`src/rtl/matrix_mem_pkg.sv`:
```
// Shared constants and types for the matrix main memory block: bus select IDs,
// controller states and the preload image used when MATRIX_MEM_PRELOAD_EN is defined.
package matrix_mem_pkg;

  localparam logic [3:0] MainMemEn  = 4'd0;
  localparam logic [3:0] RegisterEn = 4'd1;
  localparam logic [3:0] InstrMemEn = 4'd2;
  localparam logic [3:0] AluEn      = 4'd3;
  localparam logic [3:0] ExecuteEn  = 4'd4;
  localparam logic [3:0] IntAlu     = 4'd5;

  typedef enum logic {
    CLEAR,
    READY
  } mem_state_t;

  localparam int unsigned PRELOAD_WORDS = 10;

  localparam logic [255:0] PRELOAD [PRELOAD_WORDS] = '{
    256'h0003_0002_0008_0006_000c_0006_0003_0009_0009_000c_0002_000d_000c_000e_0010_0003,
    256'h0006_0004_0007_000f_0007_000a_0004_0007_0004_0003_0005_0008_000c_0005_0002_0006,
    256'h0,
    256'h0,
    256'h0,
    256'h0,
    256'h0,
    256'h0,
    256'h04,
    256'h11
  };

  function automatic logic [255:0] preload_word(input int unsigned idx);
    if (idx < PRELOAD_WORDS) return PRELOAD[idx];
    return '0;
  endfunction

endpackage

```
`src/rtl/mem_rd_pipe.sv`:
```
// Read response pipeline: RD_LAT stages of valid/error/data with synchronous flush.
module mem_rd_pipe #(
  parameter int unsigned DATA_W = 256,
  parameter int unsigned RD_LAT = 1
) (
  input  logic              clk,
  input  logic              reset,
  input  logic              in_valid,
  input  logic              in_err,
  input  logic [DATA_W-1:0] in_data,
  output logic              out_valid,
  output logic              out_err,
  output logic [DATA_W-1:0] out_data
);

  logic [RD_LAT-1:0] valid;
  logic [RD_LAT-1:0] err;
  logic [DATA_W-1:0] data [RD_LAT];

  // Data only advances behind a valid token so the output holds between responses.
  always_ff @(posedge clk) begin
    if (reset) begin
      valid <= '0;
      err   <= '0;
      for (int unsigned i = 0; i < RD_LAT; i++) data[i] <= '0;
    end else begin
      valid[0] <= in_valid;
      err[0]   <= in_valid & in_err;
      if (in_valid) data[0] <= in_data;
      for (int unsigned i = 1; i < RD_LAT; i++) begin
        valid[i] <= valid[i-1];
        err[i]   <= err[i-1];
        if (valid[i-1]) data[i] <= data[i-1];
      end
    end
  end

  assign out_valid = valid[RD_LAT-1];
  assign out_err   = err[RD_LAT-1];
  assign out_data  = data[RD_LAT-1];

endmodule

```
`src/rtl/matrix_main_memory.sv`:
```
// Matrix main memory: DEPTH words with per-lane write masking, pipelined reads and a
// post-reset clear sequence. Defining MATRIX_MEM_PRELOAD_EN clears to the preload image.
module matrix_main_memory
  import matrix_mem_pkg::*;
#(
  parameter int unsigned DATA_W = 256,
  parameter int unsigned ELEM_W = 16,
  parameter int unsigned DEPTH  = 14,
  parameter int unsigned RD_LAT = 1,
  parameter int unsigned SEL_ID = 0
) (
  input  logic                     Clk,
  input  logic                     Reset,
  input  logic                     ReqValid,
  input  logic                     ReqWrite,
  input  logic [15:0]              Address,
  input  logic [DATA_W-1:0]        WrData,
  input  logic [DATA_W/ELEM_W-1:0] LaneMask,
  output logic                     ReqReady,
  output logic                     RspValid,
  output logic [DATA_W-1:0]        RdData,
  output logic                     AddrErr
);

  localparam int unsigned LANES = DATA_W / ELEM_W;
  localparam int unsigned IW    = (DEPTH > 1) ? $clog2(DEPTH) : 1;

  mem_state_t        state;
  logic [IW-1:0]     clr_idx;
  logic [IW-1:0]     idx;
  logic [DATA_W-1:0] mem [DEPTH];
  logic [DATA_W-1:0] init_word;
  logic [DATA_W-1:0] rd_word;
  logic              sel;
  logic              in_range;
  logic              accept;
  logic              wr_en;
  logic              rd_en;
  logic              clearing;
  logic              unused_addr;

  assign unused_addr = ^Address[11:8];

  // The range check uses all of Address[7:0], not only the index bits.
  assign sel      = (Address[15:12] == 4'(SEL_ID));
  assign in_range = ({24'd0, Address[7:0]} < DEPTH);
  assign idx      = Address[IW-1:0];
  assign accept   = ReqValid & ReqReady & sel & ~Reset;
  assign wr_en    = accept & ReqWrite & in_range;
  assign rd_en    = accept & ~ReqWrite;
  assign clearing = (state == CLEAR) & ~Reset;

`ifdef MATRIX_MEM_PRELOAD_EN
  assign init_word = DATA_W'(preload_word(32'(clr_idx)));
`else
  assign init_word = '0;
`endif

  always_comb begin
    rd_word = '0;
    if (in_range) rd_word = mem[idx];
  end

  always_ff @(posedge Clk) begin
    if (clearing) begin
      mem[clr_idx] <= init_word;
    end else if (wr_en) begin
      for (int unsigned i = 0; i < LANES; i++) begin
        if (LaneMask[i]) mem[idx][ELEM_W*i +: ELEM_W] <= WrData[ELEM_W*i +: ELEM_W];
      end
    end
  end

  always_ff @(posedge Clk) begin
    if (Reset) begin
      state    <= CLEAR;
      clr_idx  <= '0;
      ReqReady <= 1'b0;
    end else begin
      case (state)
        CLEAR: begin
          if (clr_idx == IW'(DEPTH - 1)) begin
            state    <= READY;
            ReqReady <= 1'b1;
          end else begin
            clr_idx <= clr_idx + IW'(1);
          end
        end
        READY: ReqReady <= 1'b1;
        default: begin
          state    <= CLEAR;
          clr_idx  <= '0;
          ReqReady <= 1'b0;
        end
      endcase
    end
  end

  mem_rd_pipe #(
    .DATA_W(DATA_W),
    .RD_LAT(RD_LAT)
  ) u_rd_pipe (
    .clk      (Clk),
    .reset    (Reset),
    .in_valid (rd_en),
    .in_err   (~in_range),
    .in_data  (rd_word),
    .out_valid(RspValid),
    .out_err  (AddrErr),
    .out_data (RdData)
  );

endmodule
```
`config.mk`:
```
export PLATFORM = sky130hd
export DESIGN_NAME = matrix_main_memory
export DESIGN_NICKNAME = d
export VERILOG_FILES = /design/src/rtl/matrix_mem_pkg.sv /design/src/rtl/mem_rd_pipe.sv /design/src/rtl/matrix_main_memory.sv
export SDC_FILE = /design/constraint.sdc
export NUM_CORES = 2
export LEC_CHECK = 0
export CAP_MARGIN = 0
export CELL_PAD_IN_SITES_DETAIL_PLACEMENT = 1
export CELL_PAD_IN_SITES_GLOBAL_PLACEMENT = 1
export CORE_MARGIN = 3
export CORE_UTILIZATION = 58
export CTS_BUF_LIST = sky130_fd_sc_hd__clkbuf_8 sky130_fd_sc_hd__clkbuf_16
export DETAILED_ROUTE_END_ITERATION = 10
export GPL_TIMING_DRIVEN = 0
export PLACE_DENSITY_LB_ADDON = 0.1
export SYNTH_ARGS = -nofsm -noshare
export SYNTH_HDL_FRONTEND = slang
export SYNTH_SLANG_ARGS = --single-unit
export TNS_END_PERCENT = 5
```
`constraint.sdc`:
```
create_clock -name Clk -period 15.82 [get_ports Clk]
set_clock_uncertainty 0.1 [all_clocks]
set_input_delay 3.164 -clock Clk [delete_from_list [all_inputs] [get_ports Clk]]
set_output_delay 3.164 -clock Clk [all_outputs]
set_load 0.02 [all_outputs]
```
# Yosys cells after proc, flatten, opt, wreduce, memory -nomap -nowiden
# Memories as Yosys holds them, arrays and structs flattened.
# Index checks and enable logic that the tools add are counted.
# totals
in_bits,292
ramBits,3840
memories,2
wordCells,109
reg_bits,8
# classes
n_mux,81
magnitude_cmp,1
n_bitwise,13
n_reduce_logical,4
n_eq_ne,2
add_sub_neg,1
# memory_table
name,depth,width,read_ports,rd_ports_with_merged_regs,write_ports,line,source
mem,14,256,1,0,1,matrix_main_memory.sv:31,logic [DATA_W-1:0] mem [DEPTH];
u_rd_pipe.data,1,256,1,0,1,mem_rd_pipe.sv:18,logic [DATA_W-1:0] data [RD_LAT];
# op_table
cell,count
$mux W256,3
$reduce_or A256 Y1,2
$mux W1,75
$mux W16,1
$and A1 B1 Y1,8
$lt A8 B4 Y1 const B,1
$not A1 Y1,5
$add A4 B1 Y4 const B,1
$eq A4 B4 Y1 const B,1
$logic_not A4 Y1,1
$mux W4,1
$ne A2 B1 Y1 const B,1
$pmux W1 S2,1
$reduce_and A2 Y1,1

# Logic depth before layout (Yosys ltp)
# depth
ltp_word,10
depth_mapped,9

# Cells and area by module
# Synthesis repeated with hierarchy kept, for this count alone.
# hier_totals
cells_unflattened,7350
hier_area_um2,150463.1
# by_module_without_submodules
mod,cells_each,seq_area_each_um2,instances,area_each_um2
matrix_main_memory,6776,107743.3,1,140026.8
mem_rd_pipe,574,7727.4,1,10436.3

# Worst setup path after synthesis
# OpenSTA, ideal clock, no wires.
# synth_timing
path_kind,input port to flip-flop
startpoint,input Address[12]
endpoint,memory u_rd_pipe.data[0][0] (enable)
setup_slack_ps,8404
path_buffers,0
stages,4
arrival_time_ps,6805
cell_sequence,nor4_1 nand2_1 nor2_1 or2_2
# synth_between
elab_chain_cells,9
# synth_rtl
element,line,source
start: declaration,matrix_main_memory.sv:16,"input logic [15:0] Address,"
$logic_not A4 Y1 *,matrix_main_memory.sv:45,assign sel = (Address[15:12] == 4'(SEL_ID));
$and A1 B1 Y1 * (2 in a row),matrix_main_memory.sv:48,assign accept = ReqValid & ReqReady & sel & ~Reset;
$and A1 B1 Y1 *,matrix_main_memory.sv:50,assign rd_en = accept & ~ReqWrite;
$mux W1 *,mem_rd_pipe.sv:29,if (in_valid) data[0] <= in_data;
$mux W1 *,mem_rd_pipe.sv:22,if (reset) begin
$mux W1 (not written as such) *,mem_rd_pipe.sv:29,
$reduce_or A256 Y1 (no source line),n/a,
$mux W1 (no source line) *,n/a,
end: declaration,mem_rd_pipe.sv:18,
# Mark *: on every way between the ends. The rest lies on a longest branch, timed or not.

# Final worst setup path
# layout_timing
startpoint,input Address[1]
endpoint,memory mem[7][76] (enable)
# layout_between
elab_chain_cells,7
elab_cells_between_ends,53
# layout_rtl
element,line,source
$lt A8 B4 Y1,matrix_main_memory.sv:46,"assign in_range = ({24'd0, Address[7:0]} < DEPTH);"
$and A1 B1 Y1,matrix_main_memory.sv:49,assign wr_en = accept & ReqWrite & in_range;
$mux W1,matrix_main_memory.sv:67,end else if (wr_en) begin
$mux W1,matrix_main_memory.sv:65,if (clearing) begin
$mux W1 (not written as such),matrix_main_memory.sv:69,if (LaneMask[i]) mem[idx][ELEM_W*i +: ELEM_W] <= WrData[ELEM_W*i +: ELEM_W];
$reduce_or A256 Y1 (no source line),n/a,
$mux W4 (no source line) / $mux W16 (equally long branches),n/a,
end: declaration,matrix_main_memory.sv:31,
# Several ways; a longest one is shown, not always the timed one.

==> results.md <==
## Run status
• **run status** finished with violations
• **failing checks** capacitance limit, slew limit

## Layout
• **layout cell share with drive strength beyond 1** 23.9%
• **Final Core Density** 69.5%
• **synthesis-to-layout area growth** 18.8%
• **post-route non-filler standard cell count** 11838
• **final net count** 8468

## Routing
• **DR vias** 79905
• **total length of routed wires** 449000 microns
• **per-cell routed wire length** 38.0 microns
• **Pre-antenna DRT Iters** 7
• **met3 wire len** 44300 microns
• **uppermost layer routed** met5
• **met2 wire len** 215000 microns
• **drc violations** 0
• **antenna violation net count after detailed routing** 0
• **violation count after the first detailed-route iteration** 11613
• **Vias per Instance** 6.75
• **met1 wire length** 164000 microns

## Run
• **maximum capacitance violations** 6

## Global route
• **global-route wire length before repair** 633000 microns
• **global-route total usage across every layer** 34.9%
• **via count of the first global-routing pass** 83619
• **pin count of the biggest net entering global routing** 62
• **antenna violations before repair** 28
• **grt ovf** 0

## CTS
• **clock slew at reported path FFs** 0.06 ns
• **TritonCTS clock tree** built
• **Post-CTS Repair Setup Buffers** 0
• **sinks on the clock net** 3848
• **number of hold buffers added after CTS** 0
• **CTS H-Tree Depth** 5
• **total clock buffers created by CTS** 394
• **Clock Path Buffers** 4
• **cell chosen for the clock root** clkbuf_16
• **post-cts gate resize count** 0
• **insertion delay of the later-clocked pin in the worst-skew pair** 1.00 ns

## Place
• **Placed Cells** 11124
• **buffers added on ports** 544
• **Routability Congestion** 0.863
• **DPL Wire Length** 296000 microns

## Yosys
• **Mapped Nets** 7281
• **cell count after synthesis** 6987
• **synthesized area** 0.147 sq mm
• **top cell type by total area after synthesis** edfxtp_1
• **syn avg cell area** 21.1 sq um
• **Syn. warnings** 0
• **area share of the leading cell type in the synthesized netlist** 78.2%
• **dominant synthesized flop cell** edfxtp_1
• **number of enable flip-flop cells after synthesis** 3840
• **flops & latches, synth** 3848
• **sequential cell area fraction in the yosys report** 78.3%
• **Post-synth ARST share** 0%
• **largest cells by area after synthesis** edfxtp_1 (78%), mux4_2 (12%), mux2i_1 (3.5%), o21ai_0 (1.5%), and2_1 (1.1%)
• **count of different cell masters after synthesis** 42

## Pwr
• **overall power after layout** 21.4 mW
• **Leakage** 64.6 nW
• **worst IR drop on VDD** 0.114 mV
• **power density over the cells** 122 mW/mm^2

## Setup path
• **highest fanout seen on the critical path** 10
• **capturing element type of the critical path** register
• **reg2reg setup slack** 11.62 ns
• **crit path launch type** input port
• **required arrival time at the worst endpoint** 16.40 ns
• **depth of the worst register-to-register path** 7
• **beginning of the worst register-to-register path** ReqReady
• **crit path kind** input port to register
• **end of the worst register-to-register path** mem[10][81]
• **data arrival time of the critical path** 8.36 ns

## Min path
• **hold crit path type** register to register
• **Hold Path End** clr_idx[1]
• **Min-Delay Startpoint** clr_idx[0]
• **hold depth** 2

## Floorplanning
• **die boundary height** 510 microns
• **overall die width** 510 microns
• **top-level port count** 551
• **Core Footprint** 0.252 sq mm
• **die area** 0.260 sq mm
• **number of cell rows** 184
• **initial core utilization** 58.5%

## STA
• **f_max** 128 MHz
• **summed negative setup slack over all endpoints** 0 ns
• **endpoints failing hold** 0
• **actual slew at the worst max-slew pin** 1.74 ns
• **final period utilization** 49.2%
• **worst relative slew slack** -16.6%
• **crit path time final** 7.78 ns
• **setup repair after global routing missed its margin** false
• **number of failing setup endpoints in the final timing report** 0
• **Pins Over Slew Limit** 51

## worst max-delay path by stage
stage	start	end	slack, ns
2_1_floorplan	Address[12]	u_rd_pipe.data[0][0]	8.40
3_3_place_gp	Reset	u_rd_pipe.data[0][152]	4.09
3_5_place_dp	Address[1]	mem[7][24]	7.61
4_1_cts	Address[1]	mem[7][31]	8.62
5_1_grt	Address[1]	mem[7][72]	8.42
6_report	Address[1]	mem[7][76]	8.04
## critical path, stage by stage
cell and delay, ns:
clkdlybuf4s50_1 0.79, buf_2 0.46, buf_2 0.55, nand2_1 0.19
nor2_1 1.34, a22oi_2 0.58, buf_8 0.32, o21ai_2 0.67
buf_8 0.25
## report_power, final
group | total (mW) | internal (mW) | switching [mW]
Sequential | 11.3 | 11.2 | 0.0436
Combinational | 0.976 | 0.378 | 0.598
Clock | 9.20 | 5.28 | 3.92
## Yosys cell counts, types with 2 or more instances
library cell and number:
edfxtp_1 3840, and2_1 256, nand3_1 17, o31ai_1 36
nand2b_1 8, dfxtp_1 8, nor3_1 10, o21ai_0 444
buf_4 2, xor2_1 2, ha_1 2, a22oi_1 8
nor2_1 27, or2_2 3, nor4_1 7, mux2i_1 517
mux4_2 768, o22ai_1 256, buf_1 41, and3_1 3
inv_1 2, buf_2 136, nand2_1 329, buf_6 17
clkbuf_2 20, clkbuf_1 212
## flip-flops by register name (all words and copies together), names as in the netlist
register / flops
ReqReady: 1
u_rd_pipe.data: 256
u_rd_pipe.out_valid: 1
state: 1
u_rd_pipe.out_err: 1
mem: 3584
clr_idx: 4
## cells by family (layout without fill, tap and decap cells)
logic type                 after synthesis  in the layout  synth area share [%]
adders and majority gates                2              2                0.0170
xor gates and xnor gates                 3              3                0.0178
DFF                                   3848           3848                  78.3
and+or+nand+nor                        669            669                  2.23
buffers and inverters                  430           1923                  1.32
muxes                                 1285           1285                  15.2
other                                    0             10                     0
AOI/OAI and AO/OA                      750            750                  2.85
## routing by layer
layer  global-route usage (%)  up-vias
met5                        0        -
met4                     17.2       12
met3                     7.44     1129
met2                     54.3     5192
met1                     47.5    42278
li1                         -    31294
## placed cells by master, fill, tap and decap left out, types with 21 or more instances in the layout
master / n
edfxtp_1: 3840
mux4_2: 768
clkdlybuf4s50_1: 544
mux2i_1: 512
clkbuf_16: 399
nand2_1: 329
and2_1: 256
o21ai_0: 256
o22ai_1: 256
buf_8: 205
o21ai_2: 184
clkbuf_1: 182
buf_2: 136
clkinv_1: 87
clkinv_2: 83
inv_1: 56
clkbuf_2: 50
bufinv_16: 44
buf_1: 41
o31ai_4: 36
buf_16: 36
nor2_1: 27
buf_6: 21
clkinvlp_4: 21
## through the flow
step | setup slack (ns) | hold slack (ns) | cell area, sq um
CTS | 8.62 | 0.533 | 175000
finish | 8.04 | 0.537 | 175000
global placement | 4.09 | 0.476 | 157000
floorplan | 8.40 | 0.430 | 147000
global route | 8.42 | 0.540 | 175000
detailed placement | 7.61 | 0.525 | 163000
## layout make-up
class | count | area (sq um)
repair buffers | 791 | 9570
flip-flops and latches | 3848 | 115000
plain buffers | 428 | 1970
clock inverters | 303 | 2590
well taps | 3348 | 4190
diodes | 10 | 25.0
inverters | 2 | 7.51
multi-input cells | 2709 | 31400
fillers | 19751 | 76900
clock buffers | 399 | 9980
Note: power is estimated with default switching activity, not from simulation.
